### config.mk
export PLATFORM = sky130hd
export DESIGN_NAME = board_snapshot_reader
export DESIGN_NICKNAME = d
export VERILOG_FILES = /design/src/rtl/minesweeper_pkg.sv /design/src/rtl/board_stat_accum.sv /design/src/rtl/board_snapshot_reader.sv
export SDC_FILE = /design/constraint.sdc
export NUM_CORES = 1
export LEC_CHECK = 0
export CAP_MARGIN = 20
export CORE_ASPECT_RATIO = 1.5
export CORE_MARGIN = 10
export CORE_UTILIZATION = 64
export DETAILED_ROUTE_END_ITERATION = 8
export GPL_TIMING_DRIVEN = 0
export HOLD_SLACK_MARGIN = 0.02
export MAX_ROUTING_LAYER = met4
export PLACE_DENSITY = 0.85
export SYNTH_ARGS = -nofsm -noshare
export SYNTH_HDL_FRONTEND = slang
export SYNTH_SLANG_ARGS = --single-unit
### constraint.sdc
create_clock -name clk -period 4.1 [get_ports clk]
set_input_delay 0.82 -clock clk [delete_from_list [all_inputs] [get_ports clk]]
set_output_delay 0.82 -clock clk [all_outputs]
set_load 0.02 [all_outputs]
### src/rtl/minesweeper_pkg.sv
// Shared tile codes and FSM state type for the minesweeper display path.
package minesweeper_pkg;

    typedef logic [3:0] tile_code_t;

    localparam tile_code_t MAX_COUNT          = 4'd8;
    localparam tile_code_t CODE_HIDDEN_SAFE   = 4'd9;
    localparam tile_code_t CODE_MINE_HIDDEN   = 4'd10;
    localparam tile_code_t CODE_MINE_HIT      = 4'd11;
    localparam tile_code_t CODE_RESERVED_MIN  = 4'd12;
    localparam tile_code_t CODE_RESERVED_MAX  = 4'd14;
    localparam tile_code_t CODE_INVALID       = 4'd15;

    typedef enum logic [1:0] {
        StIdle,
        StScan,
        StDrain,
        StCommit
    } snap_state_t;

endpackage

### src/rtl/board_stat_accum.sv
// Per-capture tile classification: counts revealed cells, hit mines and hidden mines.
module board_stat_accum
    import minesweeper_pkg::*;
#(
    parameter int unsigned CNT_WIDTH = 5
) (
    input  logic                 clk,
    input  logic                 reset_n,
    input  logic                 clear,
    input  logic                 cap_en,
    input  tile_code_t           code,
    output logic [CNT_WIDTH-1:0] revealed_cnt,
    output logic [CNT_WIDTH-1:0] hit_cnt,
    output logic [CNT_WIDTH-1:0] hidden_mine_cnt
);

    logic [CNT_WIDTH-1:0] revealed_q, hit_q, hidden_mine_q;

    always_ff @(posedge clk or negedge reset_n) begin
        if (!reset_n) begin
            revealed_q    <= '0;
            hit_q         <= '0;
            hidden_mine_q <= '0;
        end else if (clear) begin
            revealed_q    <= '0;
            hit_q         <= '0;
            hidden_mine_q <= '0;
        end else if (cap_en) begin
            if (code <= MAX_COUNT) begin
                revealed_q <= revealed_q + 1'b1;
            end
            if (code == CODE_MINE_HIT) begin
                hit_q <= hit_q + 1'b1;
            end
            if (code == CODE_MINE_HIDDEN) begin
                hidden_mine_q <= hidden_mine_q + 1'b1;
            end
        end
    end

    assign revealed_cnt    = revealed_q;
    assign hit_cnt         = hit_q;
    assign hidden_mine_cnt = hidden_mine_q;

endmodule

### src/rtl/board_snapshot_reader.sv
// Sweeps the board memory display port each frame and commits an atomic shadow copy.
// Optional macro SNAPSHOT_CODE_CHECK_EN adds a sticky code_err flag for reserved codes.
module board_snapshot_reader
    import minesweeper_pkg::*;
#(
    parameter int unsigned ROWS          = 5,
    parameter int unsigned COLS          = 5,
    parameter int unsigned DATA_WIDTH    = 32,
    parameter int unsigned ADDRESS_WIDTH = 12,
    parameter int unsigned BASE_ADDR     = 0,
    parameter int unsigned READ_LATENCY  = 0
) (
    input  logic                               clk,
    input  logic                               reset_n,
    input  logic                               frame_start,
    output logic [ADDRESS_WIDTH-1:0]           rd_addr,
    input  logic [DATA_WIDTH-1:0]              rd_data,
    input  logic [$clog2(ROWS*COLS)-1:0]       cell_sel,
    output logic [3:0]                         cell_code,
    output logic                               busy,
    output logic                               snap_done,
    output logic                               snap_valid,
    output logic [$clog2(ROWS*COLS+1)-1:0]     revealed_cnt,
    output logic                               mine_hit,
    output logic                               win
`ifdef SNAPSHOT_CODE_CHECK_EN
    ,
    output logic                               code_err
`endif
);

    localparam int unsigned N  = ROWS * COLS;
    localparam int unsigned IW = $clog2(N);
    localparam int unsigned CW = $clog2(N + 1);
    localparam logic [IW-1:0] LastIdx   = IW'(N - 1);
    localparam logic [1:0]    DrainLast = (READ_LATENCY > 0) ? 2'(READ_LATENCY - 1) : 2'd0;

    snap_state_t   state_q, state_d;
    logic [IW-1:0] idx_q, idx_d;
    logic [1:0]    drain_q, drain_d;
    logic          scan_start, scan_active, commit;

    always_comb begin
        state_d    = state_q;
        idx_d      = idx_q;
        drain_d    = drain_q;
        scan_start = 1'b0;
        unique case (state_q)
            StIdle: begin
                if (frame_start) begin
                    state_d    = StScan;
                    idx_d      = '0;
                    scan_start = 1'b1;
                end
            end
            StScan: begin
                if (idx_q == LastIdx) begin
                    state_d = (READ_LATENCY > 0) ? StDrain : StCommit;
                    drain_d = '0;
                end else begin
                    idx_d = idx_q + 1'b1;
                end
            end
            StDrain: begin
                if (drain_q == DrainLast) begin
                    state_d = StCommit;
                end else begin
                    drain_d = drain_q + 1'b1;
                end
            end
            StCommit: state_d = StIdle;
            default:  state_d = StIdle;
        endcase
    end

    always_ff @(posedge clk or negedge reset_n) begin
        if (!reset_n) begin
            state_q <= StIdle;
            idx_q   <= '0;
            drain_q <= '0;
        end else begin
            state_q <= state_d;
            idx_q   <= idx_d;
            drain_q <= drain_d;
        end
    end

    assign scan_active = (state_q == StScan);
    assign commit      = (state_q == StCommit);
    assign busy        = (state_q != StIdle);
    assign snap_done   = commit;
    // idx_q holds after a scan, so the address holds too.
    assign rd_addr     = ADDRESS_WIDTH'(BASE_ADDR) + ADDRESS_WIDTH'(idx_q);

    // Capture point trails the address by READ_LATENCY cycles.
    logic          cap_en;
    logic [IW-1:0] cap_idx;

    if (READ_LATENCY == 0) begin : g_lat0
        assign cap_en  = scan_active;
        assign cap_idx = idx_q;
    end else begin : g_latn
        logic [READ_LATENCY-1:0] vld_pipe_q;
        logic [IW-1:0]           idx_pipe_q [READ_LATENCY];

        always_ff @(posedge clk or negedge reset_n) begin
            if (!reset_n) begin
                vld_pipe_q <= '0;
                for (int i = 0; i < READ_LATENCY; i++) idx_pipe_q[i] <= '0;
            end else begin
                vld_pipe_q[0] <= scan_active;
                idx_pipe_q[0] <= idx_q;
                for (int i = 1; i < READ_LATENCY; i++) begin
                    vld_pipe_q[i] <= vld_pipe_q[i-1];
                    idx_pipe_q[i] <= idx_pipe_q[i-1];
                end
            end
        end

        assign cap_en  = vld_pipe_q[READ_LATENCY-1];
        assign cap_idx = idx_pipe_q[READ_LATENCY-1];
    end

    tile_code_t cap_code;
    assign cap_code = (rd_data > DATA_WIDTH'(CODE_RESERVED_MAX)) ? CODE_INVALID : rd_data[3:0];

    tile_code_t staging_q [N];
    tile_code_t shadow_q  [N];

    always_ff @(posedge clk or negedge reset_n) begin
        if (!reset_n) begin
            staging_q <= '{default: CODE_INVALID};
        end else if (cap_en) begin
            staging_q[cap_idx] <= cap_code;
        end
    end

    always_ff @(posedge clk or negedge reset_n) begin
        if (!reset_n) begin
            shadow_q <= '{default: CODE_INVALID};
        end else if (commit) begin
            shadow_q <= staging_q;
        end
    end

    assign cell_code = ({1'b0, cell_sel} < (IW + 1)'(N)) ? shadow_q[cell_sel] : CODE_INVALID;

    logic [CW-1:0] rev_acc, hit_acc, hm_acc;

    board_stat_accum #(
        .CNT_WIDTH (CW)
    ) u_stat_accum (
        .clk             (clk),
        .reset_n         (reset_n),
        .clear           (scan_start),
        .cap_en          (cap_en),
        .code            (cap_code),
        .revealed_cnt    (rev_acc),
        .hit_cnt         (hit_acc),
        .hidden_mine_cnt (hm_acc)
    );

    logic [CW-1:0] revealed_q;
    logic          mine_hit_q, win_q, snap_valid_q;

    always_ff @(posedge clk or negedge reset_n) begin
        if (!reset_n) begin
            revealed_q   <= '0;
            mine_hit_q   <= 1'b0;
            win_q        <= 1'b0;
            snap_valid_q <= 1'b0;
        end else if (commit) begin
            revealed_q   <= rev_acc;
            mine_hit_q   <= (hit_acc != '0);
            win_q        <= (rev_acc == CW'(N) - hm_acc) && (hit_acc == '0);
            snap_valid_q <= 1'b1;
        end
    end

    assign revealed_cnt = revealed_q;
    assign mine_hit     = mine_hit_q;
    assign win          = win_q;
    assign snap_valid   = snap_valid_q;

`ifdef SNAPSHOT_CODE_CHECK_EN
    logic err_acc_q, code_err_q;

    always_ff @(posedge clk or negedge reset_n) begin
        if (!reset_n) begin
            err_acc_q  <= 1'b0;
            code_err_q <= 1'b0;
        end else begin
            if (scan_start) begin
                err_acc_q <= 1'b0;
            end else if (cap_en && (cap_code >= CODE_RESERVED_MIN)) begin
                err_acc_q <= 1'b1;
            end
            if (commit && err_acc_q) begin
                code_err_q <= 1'b1;
            end
        end
    end

    assign code_err = code_err_q;
`endif

endmodule

# ---- After elaboration in Yosys (flattened, before gate mapping)
# Cells that the tools add are included.
dict set report totals {
  regBits 232
  latchBits 0
  ramBits 0
  mem_bits_ro 0
  input_bits 40
  n_memories 0
}
dict set report op_classes {
  addsub 6
  n_mul 0
  n_div 0
  order_cmp 6
  n_eq_ne 12
  shift 0
  mux 29
  bitwise 2
  n_reduce_logical 19
}
# op count
set ops {}
lappend ops {{$bwmux W100} 1}
lappend ops {{$mux W5} 11}
lappend ops {{$gt A32 B4 Y1 const B} 1}
lappend ops {{$add A5 B1 Y5 const B} 4}
lappend ops {{$bmux W4 S5} 1}
lappend ops {{$demux W4 S5} 1}
lappend ops {{$mux W4} 5}
lappend ops {{$reduce_bool A2 Y1} 7}
lappend ops {{$ge A6 B6 Y1 const B} 2}
lappend ops {{$not A5 Y6} 2}
lappend ops {{$mux W2} 5}
lappend ops {{$pmux W5 S2} 1}
lappend ops {{$reduce_and A3 Y1} 3}
lappend ops {{$eq A4 B4 Y1 const B} 2}
lappend ops {{$ne A2 B2 Y1 const B} 4}
lappend ops {{$pmux W2 S4} 1}
lappend ops {{$lt A6 B1 Y1 const B} 1}
lappend ops {{$reduce_and A2 Y1} 3}
lappend ops {{$eq A5 B5 Y1} 1}
lappend ops {{$eq A5 B5 Y1 const B} 1}
lappend ops {{$logic_not A5 Y1} 1}
lappend ops {{$lt A5 B5 Y1 const B} 1}
lappend ops {{$reduce_bool A5 Y1} 1}
lappend ops {{$sub A5 B5 Y5 const A} 1}
lappend ops {{other kinds (9)} 13}

# ---- Depth between registers and ports, before layout
# Gate-level depths: netlist of run 1.
dict set report logic_depth {
  ltp_word 6
  mapped_depth 8
  depth_no_buf 6
}

# ---- Modules after synthesis
# A second synthesis of run 1 with hierarchy kept.
dict set report hier_totals {
  hier_cells 749
  area_unflattened_um2 10654.0
}
# module instances cells_per_inst area_per_inst_um2 seq_area_each_um2
set by_module_without_submodules {}
lappend by_module_without_submodules {board_snapshot_reader 1 667 9865.7 5680.4}
lappend by_module_without_submodules {board_stat_accum 1 82 788.3 375.4}

# ---- Worst setup path after synthesis of run 1
# OpenSTA, ideal clock, no wires.
dict set report synth_timing {
  path_type {input -> output}
  startpoint {input port cell_sel[0]}
  endpoint {output port cell_code[2]}
  arrival_ns 2.436
  slack_ns 0.844
  cell_stages 6
  path_buffers 2
  cell_sequence {buf_4 -> buf_2 -> mux4_2 -> mux2_2 -> o221ai_1 -> o211ai_1}
}
dict set report synth_between {
  elab_chain_len 5
  elab_cells_between_ends 6
}
# item line
set synth_rtl {}
lappend synth_rtl {{start: declaration} board_snapshot_reader.sv:18} ;# input logic [$clog2(ROWS*COLS)-1:0] cell_sel,
lappend synth_rtl {{$not A5 Y6 (not written as such)} board_snapshot_reader.sv:146} ;# assign cell_code = ({1'b0, cell_sel} < (IW + 1)'(N)) ? shadow_q[cell_sel] : CODE_INVALID;
lappend synth_rtl {{$bmux W4 S5} board_snapshot_reader.sv:146}
lappend synth_rtl {{$mux W4 (not written as such) (2 in series)} board_snapshot_reader.sv:146}
lappend synth_rtl {{$mux W4 (*)} board_snapshot_reader.sv:146}
lappend synth_rtl {{end: declaration} board_snapshot_reader.sv:19} ;# output logic [3:0] cell_code,
# Mark *: on every way between the ends. The rest lies on a longest branch, timed or not. The select of a mux whose other input is x is not followed.

# ---- Final worst setup path of run 1
dict set report layout_timing {
  startpoint {input port cell_sel[1]}
  endpoint {output port cell_code[0]}
}
# Same word-level chain as after synthesis.

==> metrics.txt, run 1 <==
Net Sw Frac=30.1%; IO buf count=55; Req. time, crit path=3.28 ns; # rows=57; Async S/R FF share, synth=100%; worst IR drop on VDD=0.332 mV; internal power=4250 uW; Final Hold Fails=0; Max-cap violations=0; commonest non-fill, non-tap cell in the layout=dfstp_2; Crit path largest cell delay=0.59 ns; sequential power share=43.6%; synthesis-stage register bit count=232; DP Wirelength=16900 microns; total track usage=23.1%; share of cells above drive strength 1=42.1%; die area=22000 sq um; CTS root buf=clkbuf_16; area post-placement=11400 sq um; DR pass1 iterations=4; CTS Sinks=232; critical path's slowest cell=clkbuf_1; antenna violation net count after detailed routing=0; combinational share of power=22.8%; die height=177 microns; Detailed Route WL=24900 microns; Layout area overhead=15.2%; total negative setup slack=0 ns; DRT iter0 DRCs=499; Hold Slack=0.334 ns; clock share of power=33.6%; Pleak=0.00453 uW; Cell Area, Synth=10500 sq um; CTS tree=yes; period utilisation layout=96.4%; synthesized area per cell=12.3 sq um; Worst setup EP type=primary output; die width=125 microns; Max FO, Critical Path=10; vias in the first global route=7625; Final Critical Period=3.95 ns; TritonCTS buffer count=22; first-pass GRT wire length=40500 microns; crit path launch type=input port; crit-path cells=buf_2, clkbuf_1, mux4_2, o22ai_1, o21ai_0, o311a_1, clkdlybuf4s50_1; Antenna Cells=0; # setup viols final=0; worst skew pair latency=0.51 ns; RSZ-0062 raised after global routing=false; Psw=1830 uW; detailed-route via count=7135; vias per cell=6.16; Top Ports=66; Setup Skew=0.0152 ns; yosys synthesis warning count=0; Gate Count Post-Synth=851; Worst-Margin Slew=1.04 ns; # DRC=0; Fmax=253 MHz; Slew HR=30.3%; core area=16200 sq um; total congestion overflow=0; Reg clk slew, reported paths=0.07 ns; Worst Path Arrival=3.13 ns; Setup Buffers After CTS=0; critical path class=input port to primary output; CTS Buffer Depth=3; Final nets=993; Yosys cell types=54; leading register cell type out of synthesis=dfstp_2; Slew Limit Fails=0; WL/cell=21.5 microns; fin cells=1159; PD cells=502 nW/um^2; H-tree levels=1; Seq/Total Area, Yosys=57.7%; status=complete, no violations; Final Cell Area=12100 sq um; largest net degree at the start of global routing=130; initial antenna violation count=0; placed cells=1119; Post-synth EDFFs=0; Initial Util=64.9%; GPL Wtd Cong=0.911; total chip power=6080 uW; most frequent cells in the layout=200 x dfstp_2, 112 x mux2_2, 103 x nor2_1, 91 x a21oi_1, 54 x clkdlybuf4s50_1; hold crit path type=input port to asynchronous set/reset pin
[per-stage QoR]
stage	util [%]	worst slack [ns]
after floorplan	-	0.844
after CTS	74.7	0.0123
final	74.7	0.146
after global routing	74.7	0.0580
after detailed placement	70.2	-0.0593
after global placement	70.0	-6.82
[power groups by stage]
stage | Combinational [uW] | Sequential, uW | Clock (uW)
after detailed placement | 1360 | 2680 | 0
after global placement | 1320 | 2660 | 0
final | 1390 | 2650 | 2040
after CTS | 1380 | 2650 | 2060
after floorplan | 884 | 2670 | 0
after global routing | 1490 | 2670 | 2150
[cell usage after synthesis, types with 2 or more instances]
| master | n | area, sq um |
|---|---|---|
| dfstp_2 | 200 | 5260 |
| mux2_2 | 112 | 1260 |
| nor2_1 | 103 | 387 |
| a21oi_1 | 91 | 455 |
| nand2_1 | 36 | 135 |
| dfrtp_1 | 32 | 801 |
| clkbuf_1 | 31 | 116 |
| o21ai_0 | 27 | 135 |
| mux4_2 | 23 | 518 |
| ha_1 | 16 | 200 |
| inv_1 | 16 | 60.1 |
| nor3_1 | 15 | 75.1 |
| nand2b_1 | 14 | 87.6 |
| mux2i_1 | 12 | 120 |
| nand3_1 | 12 | 60.1 |
| buf_2 | 9 | 45.0 |
| nand4_1 | 9 | 56.3 |
| nor4_1 | 9 | 56.3 |
| buf_4 | 8 | 60.1 |
| o31ai_1 | 6 | 45.0 |
| a22o_1 | 5 | 43.8 |
| xnor2_1 | 4 | 35.0 |
| and2_1 | 3 | 18.8 |
| nand4b_1 | 3 | 26.3 |
| nor2b_1 | 3 | 18.8 |
| nor3_2 | 3 | 30.0 |
| nor4_2 | 3 | 37.5 |
| o22ai_1 | 3 | 18.8 |
| o311ai_0 | 3 | 26.3 |
| or2_2 | 3 | 18.8 |
| or3_1 | 3 | 18.8 |
| a21o_1 | 2 | 15.0 |
| and3_1 | 2 | 12.5 |
| and4b_1 | 2 | 20.0 |
| buf_1 | 2 | 7.51 |
| nand3b_1 | 2 | 15.0 |
| o221ai_1 | 2 | 17.5 |
| o311a_1 | 2 | 20.0 |
| o32a_1 | 2 | 20.0 |
| o41ai_1 | 2 | 17.5 |
| or4_1 | 2 | 15.0 |
| xor2_1 | 2 | 17.5 |
[worst max-delay path: cells and delay by family]
family,cells,cell delay [ns]
buf+inv,3,1.36
mux,1,0.45
compound gates,3,0.50
[flip-flops by register name (all words and copies together), names as in the netlist]
name,count
mine_hit,1
win,1
cap_idx,5
snap_valid,1
u_stat_accum.revealed_cnt,5
revealed_cnt,5
u_stat_accum.hidden_mine_cnt,5
staging_q,100
state_q,2
u_stat_accum.hit_cnt,5
drain_q,2
shadow_q,100
[routing by layer]
layer	global-route usage, %	up-vias	wire length (microns)	part of all wire [%]
li1	-	3213	-	-
met5	-	-	0	0
met1	25.5	3599	9480	38
met2	40.4	259	13100	53
met3	3.90	64	1310	5.2
met4	10.0	0	1040	4.2
[final cells by class]
class,count,area [sq um]
clock inverters,4,36.3
multi-input cells,559,4180
inverters,16,60.1
fillers,998,4090
repair buffers,56,583
plain buffers,50,233
clock buffers,36,694
well taps,206,258
flip-flops and latches,232,6060
[logic make-up after synthesis]
| kind of cell | count (synthesis) | share of synthesized area [%] |
|---|---|---|
| buffers and inverters | 66 | 2.75 |
| DFF | 232 | 57.7 |
| and+or+nand+nor | 231 | 10.7 |
| muxes | 147 | 18.1 |
| other | 1 | 0.0357 |
| xor gates and xnor gates | 6 | 0.500 |
| AOI/OAI and AO/OA | 152 | 8.34 |
| adders and majority gates | 16 | 1.91 |
[repair_timing]
item / 4_1_cts / 5_1_grt
endpoints found under the setup margin: 1 / 1
resized for setup: 1 / 1
gates cloned: 0 / 0
hold buffers: 0 / 0
[worst paths after layout]
check | startpoint | to | slack, ns | cells after the start
max reg2reg | state_q[1] | staging_q[79] | 1.44 | 7
min in group clk | snap_valid | snap_valid | 0.47 | 1
max | cell_sel[1] | cell_code[0] | 0.15 | 7
min | reset_n | drain_q[1] | 0.33 | 1
min reg2reg | snap_valid | snap_valid | 0.47 | 1
max in group asynchronous | reset_n | snap_valid | 2.72 | 2
(Power assumes the default switching activity.)
==> run 2: changes to the inputs <==
--- a/config.mk
+++ b/config.mk
@@ -6,14 +6,17 @@
 export NUM_CORES = 1
 export LEC_CHECK = 0
 export CAP_MARGIN = 20
+export CELL_PAD_IN_SITES_DETAIL_PLACEMENT = 0
+export CELL_PAD_IN_SITES_GLOBAL_PLACEMENT = 1
 export CORE_ASPECT_RATIO = 1.5
 export CORE_MARGIN = 10
-export CORE_UTILIZATION = 64
+export CORE_UTILIZATION = 52
 export DETAILED_ROUTE_END_ITERATION = 8
+export GPL_ROUTABILITY_DRIVEN = 1
 export GPL_TIMING_DRIVEN = 0
 export HOLD_SLACK_MARGIN = 0.02
 export MAX_ROUTING_LAYER = met4
-export PLACE_DENSITY = 0.85
+export PLACE_DENSITY_LB_ADDON = 0.1
 export SYNTH_ARGS = -nofsm -noshare
 export SYNTH_HDL_FRONTEND = slang
 export SYNTH_SLANG_ARGS = --single-unit
==> run 2 against run 1 <==
Routed wire length up 0.96%. Count of clock-buffer cells in the layout down 2. Non-clock buffer count up 3. First-iteration DRC count down 28%. Critical path depth unchanged. Die area up 20%. Sequential share of layout area down 0.33 points. Worst setup slack worse by 0.023 ns. Largest cell class unchanged.
==> metrics.txt, run 2 (synthesis results as in run 1) <==
Initial Util=52.9% (-12 points); Reg2Reg Depth=7 (unchanged); CTS Sinks=232 (unchanged); IO buf count=55 (unchanged); fill cell count=1659 (+66%); vias in the first global route=7523 (-1.3%); DR pass1 iterations=5 (+1); Max FO, Critical Path=10 (unchanged); core area=19900 sq um (+23%); detailed-route via count=6828 (-4.3%); # setup viols final=0 (unchanged); Top Ports=66 (unchanged); Slew HR=26.6% (-3.7 points); initial antenna violation count=0 (unchanged); period utilisation layout=97.0% (+0.56 points); Fmax=251 MHz (-0.57%); RSZ-0062 raised after global routing=false; total track usage=19.6% (-3.5 points); Req. time, crit path=3.28 ns (about the same); Largest regs=shadow_q x100, staging_q x100; DRT iter0 DRCs=360 (-28%); Setup Buffers After CTS=0 (unchanged); CTS Hold Buffers Added=0 (unchanged); share of cells above drive strength 1=42.2% (+0.077 points); Worst-Margin Slew=1.09 ns (+0.0548 ns); Final nets=997 (+0.40%); Max-cap violations=0 (unchanged); commonest non-fill, non-tap cell in the layout=dfstp_2; CTS Buffer Depth=3 (unchanged); TritonCTS buffer count=23 (+4.5%); total congestion overflow=0 (unchanged); Worst Path Arrival=3.16 ns (+0.03 ns); Multi-input gate area=4180 sq um (unchanged); Final Hold Fails=0 (unchanged); Slew Limit Fails=0 (unchanged); hold crit path type=input port to asynchronous set/reset pin; Final Critical Period=3.98 ns (+0.0228 ns); WL/cell=20.7 microns (-3.8%); # DRC=0 (unchanged); GPL Wtd Cong=0.908 (-0.25%); critical path class=input port to primary output; most frequent cells in the layout=200 x dfstp_2, 112 x mux2_2, 103 x nor2_1, 91 x a21oi_1, 54 x clkdlybuf4s50_1; crit path launch type=input port; total chip power=6040 uW (-0.60%); vias per cell=5.62 (-8.8%); CTS root buf=clkbuf_16; H-tree levels=1 (unchanged); PD cells=496 nW/um^2 (-1.3%); first-pass GRT wire length=40300 microns (-0.61%); status=complete, no violations; die area=26400 sq um (+20%); largest net degree at the start of global routing=135 (+3.8%); Layout area overhead=16.0%; Reg clk slew, reported paths=0.06 ns (about the same); DP Wirelength=18300 microns (+8.4%); worst skew pair latency=0.51 ns (about the same); die width=136 microns (+9.2%); die height=194 microns (+9.7%); Setup Skew=0.00962 ns (-0.00555 ns); FF/Latch Area=6060 sq um (unchanged); # rows=63 (+11%); Antenna Cells=0 (unchanged); Hold Slack=0.356 ns (+0.0217 ns); Pleak=0.00455 uW (+0.41%); worst IR drop on VDD=0.301 mV (-9.5%); antenna violation net count after detailed routing=0 (unchanged); Detailed Route WL=25200 microns (+0.96%); Worst setup EP type=primary output; CTS tree=yes
==> run 2: per-layer routing <==
metal / up-vias / wire length (microns) / global-route usage [%]
met1: 3439 / 10000 / 22.1
li1: 3210 / - / -
met3: 44 / 842 / 2.39
met4: 0 / 688 / 6.23
met5: - / 0 / -
met2: 135 / 13600 / 34.9
==> run 2: layout make-up <==
cell class | instances | area share (%)
inverters | 16 | 0.493
clock buffers | 34 | 5.39
multi-input cells | 559 | 34.3
flip-flops and latches | 232 | 49.7
plain buffers | 50 | 1.91
well taps | 260 | 2.67
clock inverters | 6 | 0.544
repair buffers | 59 | 4.95
==> run 2: worst paths after layout <==
| kind | from | to | slack [ns] |
|---|---|---|---|
| setup / recovery | cell_sel[1] | cell_code[0] | 0.12 |
| hold / removal | reset_n | cap_idx[1] | 0.36 |
| setup reg to reg | state_q[1] | staging_q[60] | 1.39 |
| hold reg to reg | snap_valid | snap_valid | 0.47 |
| max in group asynchronous | reset_n | revealed_cnt[2] | 2.64 |
| min in group clk | snap_valid | snap_valid | 0.47 |
==> run 2: worst max-delay path: stages <==
cell             delay (ns)
buf_2                  0.22
clkbuf_1               0.61
mux4_2                 0.38
o22ai_1                0.10
o21ai_0                0.17
o311a_1                0.22
clkdlybuf4s50_1        0.62
==> run 2: what timing repair did <==
action                     CTS  global route
gates cloned                 0             0
resized for setup            1             1
setup endpoints to repair    3             1
==> run 2: power by group <==
part / switching, uW / total [uW] / internal (uW)
Combinational: 827 / 1370 / 547
Clock: 854 / 2030 / 1170
Sequential: 102 / 2640 / 2540
Total: 1780 / 6040 / 4260
==> run 2: through the flow <==
| stage | util, % | worst slack, ns | instance area (sq um) | cells | TNS, ns |
|---|---|---|---|---|---|
| after floorplan | - | 0.844 | 10500 | 857 | 0 |
| after global placement | 57.4 | -6.62 | 11400 | 1172 | -986.24 |
| final | 61.3 | 0.123 | 12200 | 1216 | 0 |
| after global routing | 61.3 | 0.0644 | 12200 | 1216 | 0 |
| after detailed placement | 57.6 | -0.205 | 11400 | 1173 | -0.349 |
| after CTS | 61.2 | 0.0177 | 12200 | 1213 | 0 |
==> run 3: changes to the inputs <==
--- a/config.mk
+++ b/config.mk
@@ -17,6 +17,7 @@
 export HOLD_SLACK_MARGIN = 0.02
 export MAX_ROUTING_LAYER = met4
 export PLACE_DENSITY_LB_ADDON = 0.1
+export RECOVER_POWER = 50
 export SYNTH_ARGS = -nofsm -noshare
 export SYNTH_HDL_FRONTEND = slang
 export SYNTH_SLANG_ARGS = --single-unit
==> run 3 against run 2 <==
The run now ends with capacitance limit, slew limit left. Die area is the same. Cell count is the same. Count of clock-buffer cells in the layout stayed put. Sequential power about the same. Routed wire length hardly changed. Largest power group unchanged.
==> metrics.txt, run 3 (synthesis results as in run 1) <==
status=finished with violations; failing checks=capacitance limit, slew limit; Worst setup EP type=primary output; PD cells=496 nW/um^2 (about the same); initial antenna violation count=0 (unchanged); total track usage=19.6% (unchanged); Final Hold Fails=0 (unchanged); Pleak=0.00455 uW (about the same); Setup Buffers After CTS=0 (unchanged); Final nets=997 (unchanged); CP bufs+invs=3 (unchanged); DP Wirelength=18300 microns (unchanged); Slew HR=-59.7% (-86 points); # DRC=0 (unchanged); detailed-route via count=6827 (-0.015%); critical path's slowest cell=clkdlybuf4s50_1; reg2reg start=state_q[1]; crit path launch type=input port; core area=19900 sq um (unchanged); Slew Limit Fails=99 (+99); commonest non-fill, non-tap cell in the layout=dfstp_2; H-tree levels=1 (unchanged); reg2reg setup slack=1.39 ns (about the same); Crit path largest cell delay=0.62 ns (about the same); most frequent cells in the layout=200 x dfstp_2, 112 x mux2_2, 103 x nor2_1, 91 x a21oi_1, 54 x clkdlybuf4s50_1; critical path startpoint=cell_sel[1]; # setup viols final=0 (unchanged); DR pass1 iterations=5 (unchanged); CTS Sinks=232 (unchanged); share of cells above drive strength 1=42.2% (unchanged); Final Critical Period=3.98 ns (unchanged); die area=26400 sq um (unchanged); HP Start=snap_valid; post-place setup slack=-0.205 ns (unchanged); hold crit path type=flip-flop to flip-flop; Reg clk slew, reported paths=0.06 ns (about the same); Hold Slack=0.475 ns (+0.119 ns); TritonCTS buffer count=23 (unchanged); first-pass GRT wire length=40300 microns (unchanged); die width=136 microns (unchanged); Layout Utilization=61.3% (about the same); die height=194 microns (unchanged); vias per cell=5.61 (about the same); Fmax=251 MHz (unchanged); Worst Path Arrival=3.16 ns (about the same); PnR worst setup slack=0.123 ns (unchanged); worst IR drop on VDD=0.301 mV (about the same); worst skew pair latency=0.51 ns (about the same); crit-path cells=buf_2, clkbuf_1, mux4_2, o22ai_1, o21ai_0, o311a_1, clkdlybuf4s50_1; Multi-input gate area=4180 sq um (unchanged); GPL Wtd Cong=0.908 (unchanged); DRT iter0 DRCs=360 (unchanged); total congestion overflow=0 (unchanged); fin cells=1216 (unchanged); WL/cell=20.7 microns (about the same); Antenna Cells=0 (unchanged); period utilisation layout=97.0% (unchanged); Layout area overhead=15.9% (about the same); vias in the first global route=7523 (unchanged); Max FO, Critical Path=10 (unchanged); placed cells=1173 (unchanged); # rows=63 (unchanged); Initial Util=52.9% (unchanged); Max-cap violations=1 (+1); Largest regs=shadow_q x100, staging_q x100; IO buf count=55 (unchanged); Detailed Route WL=25200 microns (about the same); Req. time, crit path=3.28 ns (about the same); critical path class=input port to primary output; antenna violation net count after detailed routing=0 (unchanged); CTS root buf=clkbuf_16; Top Family by Delay on Critical Path=buffers and inverters; CTS Buffer Depth=3 (unchanged); largest net degree at the start of global routing=135 (unchanged); Top Ports=66 (unchanged); fill cell count=1660 (+0.060%); RSZ-0062 raised after global routing=false; Setup Skew=0.00962 ns (unchanged); CTS tree=yes; FF/Latch Area=6060 sq um (unchanged); Worst-Margin Slew=2.40 ns (+1.30 ns)
## run 3: cell types whose count changed in the layout (fill, tap and decap cells not counted), sizes merged
| cell | previous run | this run |
|---|---|---|
| buf | 21 | 20 |
| clkbuf | 68 | 69 |
## run 3: worst reg2reg max path, delay by kind of cell, from the launching register on
| kind | cells | cell delay (ns) |
|---|---|---|
| AND/OR/NAND/NOR | 3 | 1.31 |
| buffers and inverters | 2 | 0.49 |
| AO/OA/AOI/OAI | 1 | 0.17 |
| adder cells (fa/ha/maj) | 1 | 0.25 |
| flip-flops | 1 | 0.42 |
## run 3: repair_timing
action                                  4_1_cts  5_1_grt
hold buffers                                  0        0
gates resized for setup                       1        1
endpoints found under the setup margin        3        1
## run 3: per-stage QoR
step           total power [uW]  area (sq um)  setup TNS, ns
6_report                   6040         12200              0
5_1_grt                    6320         12200              0
4_1_cts                    6100         12200              0
3_5_place_dp               4050         11400         -0.349
3_3_place_gp               4010         11400        -986.24
2_1_floorplan              3550         10500              0
## run 3: cell type report
cell class,count,area share [%]
buffer,50,1.91
clock buffer,34,5.40
clock inverter,6,0.545
inverter,16,0.493
multi-input combinational,559,34.3
sequential,232,49.8
tap,260,2.67
timing repair buffer,59,4.87
## run 3: where the power goes
group          internal [uW]  total, uW  leakage, uW  switching, uW
Combinational            546       1370      0.00166            827
Sequential              2540       2640      0.00254            102
Clock                   1170       2030     0.000355            854
## run 3: metal layers
metal / routed length [microns] / track usage, % / part of all wire, %
met1: 10000 / 22.1 / 40
met5: 0 / - / 0
met4: 688 / 6.23 / 2.7
met2: 13600 / 34.9 / 54
met3: 842 / 2.39 / 3.3
## run 3: worst paths after layout
kind | end | cells after the start
hold / removal | snap_valid | 1
setup / recovery | cell_code[0] | 7
min in group asynchronous | cap_idx[1] | 1
hold reg to reg | snap_valid | 1
max in group asynchronous | revealed_cnt[2] | 2
setup reg to reg | staging_q[60] | 7
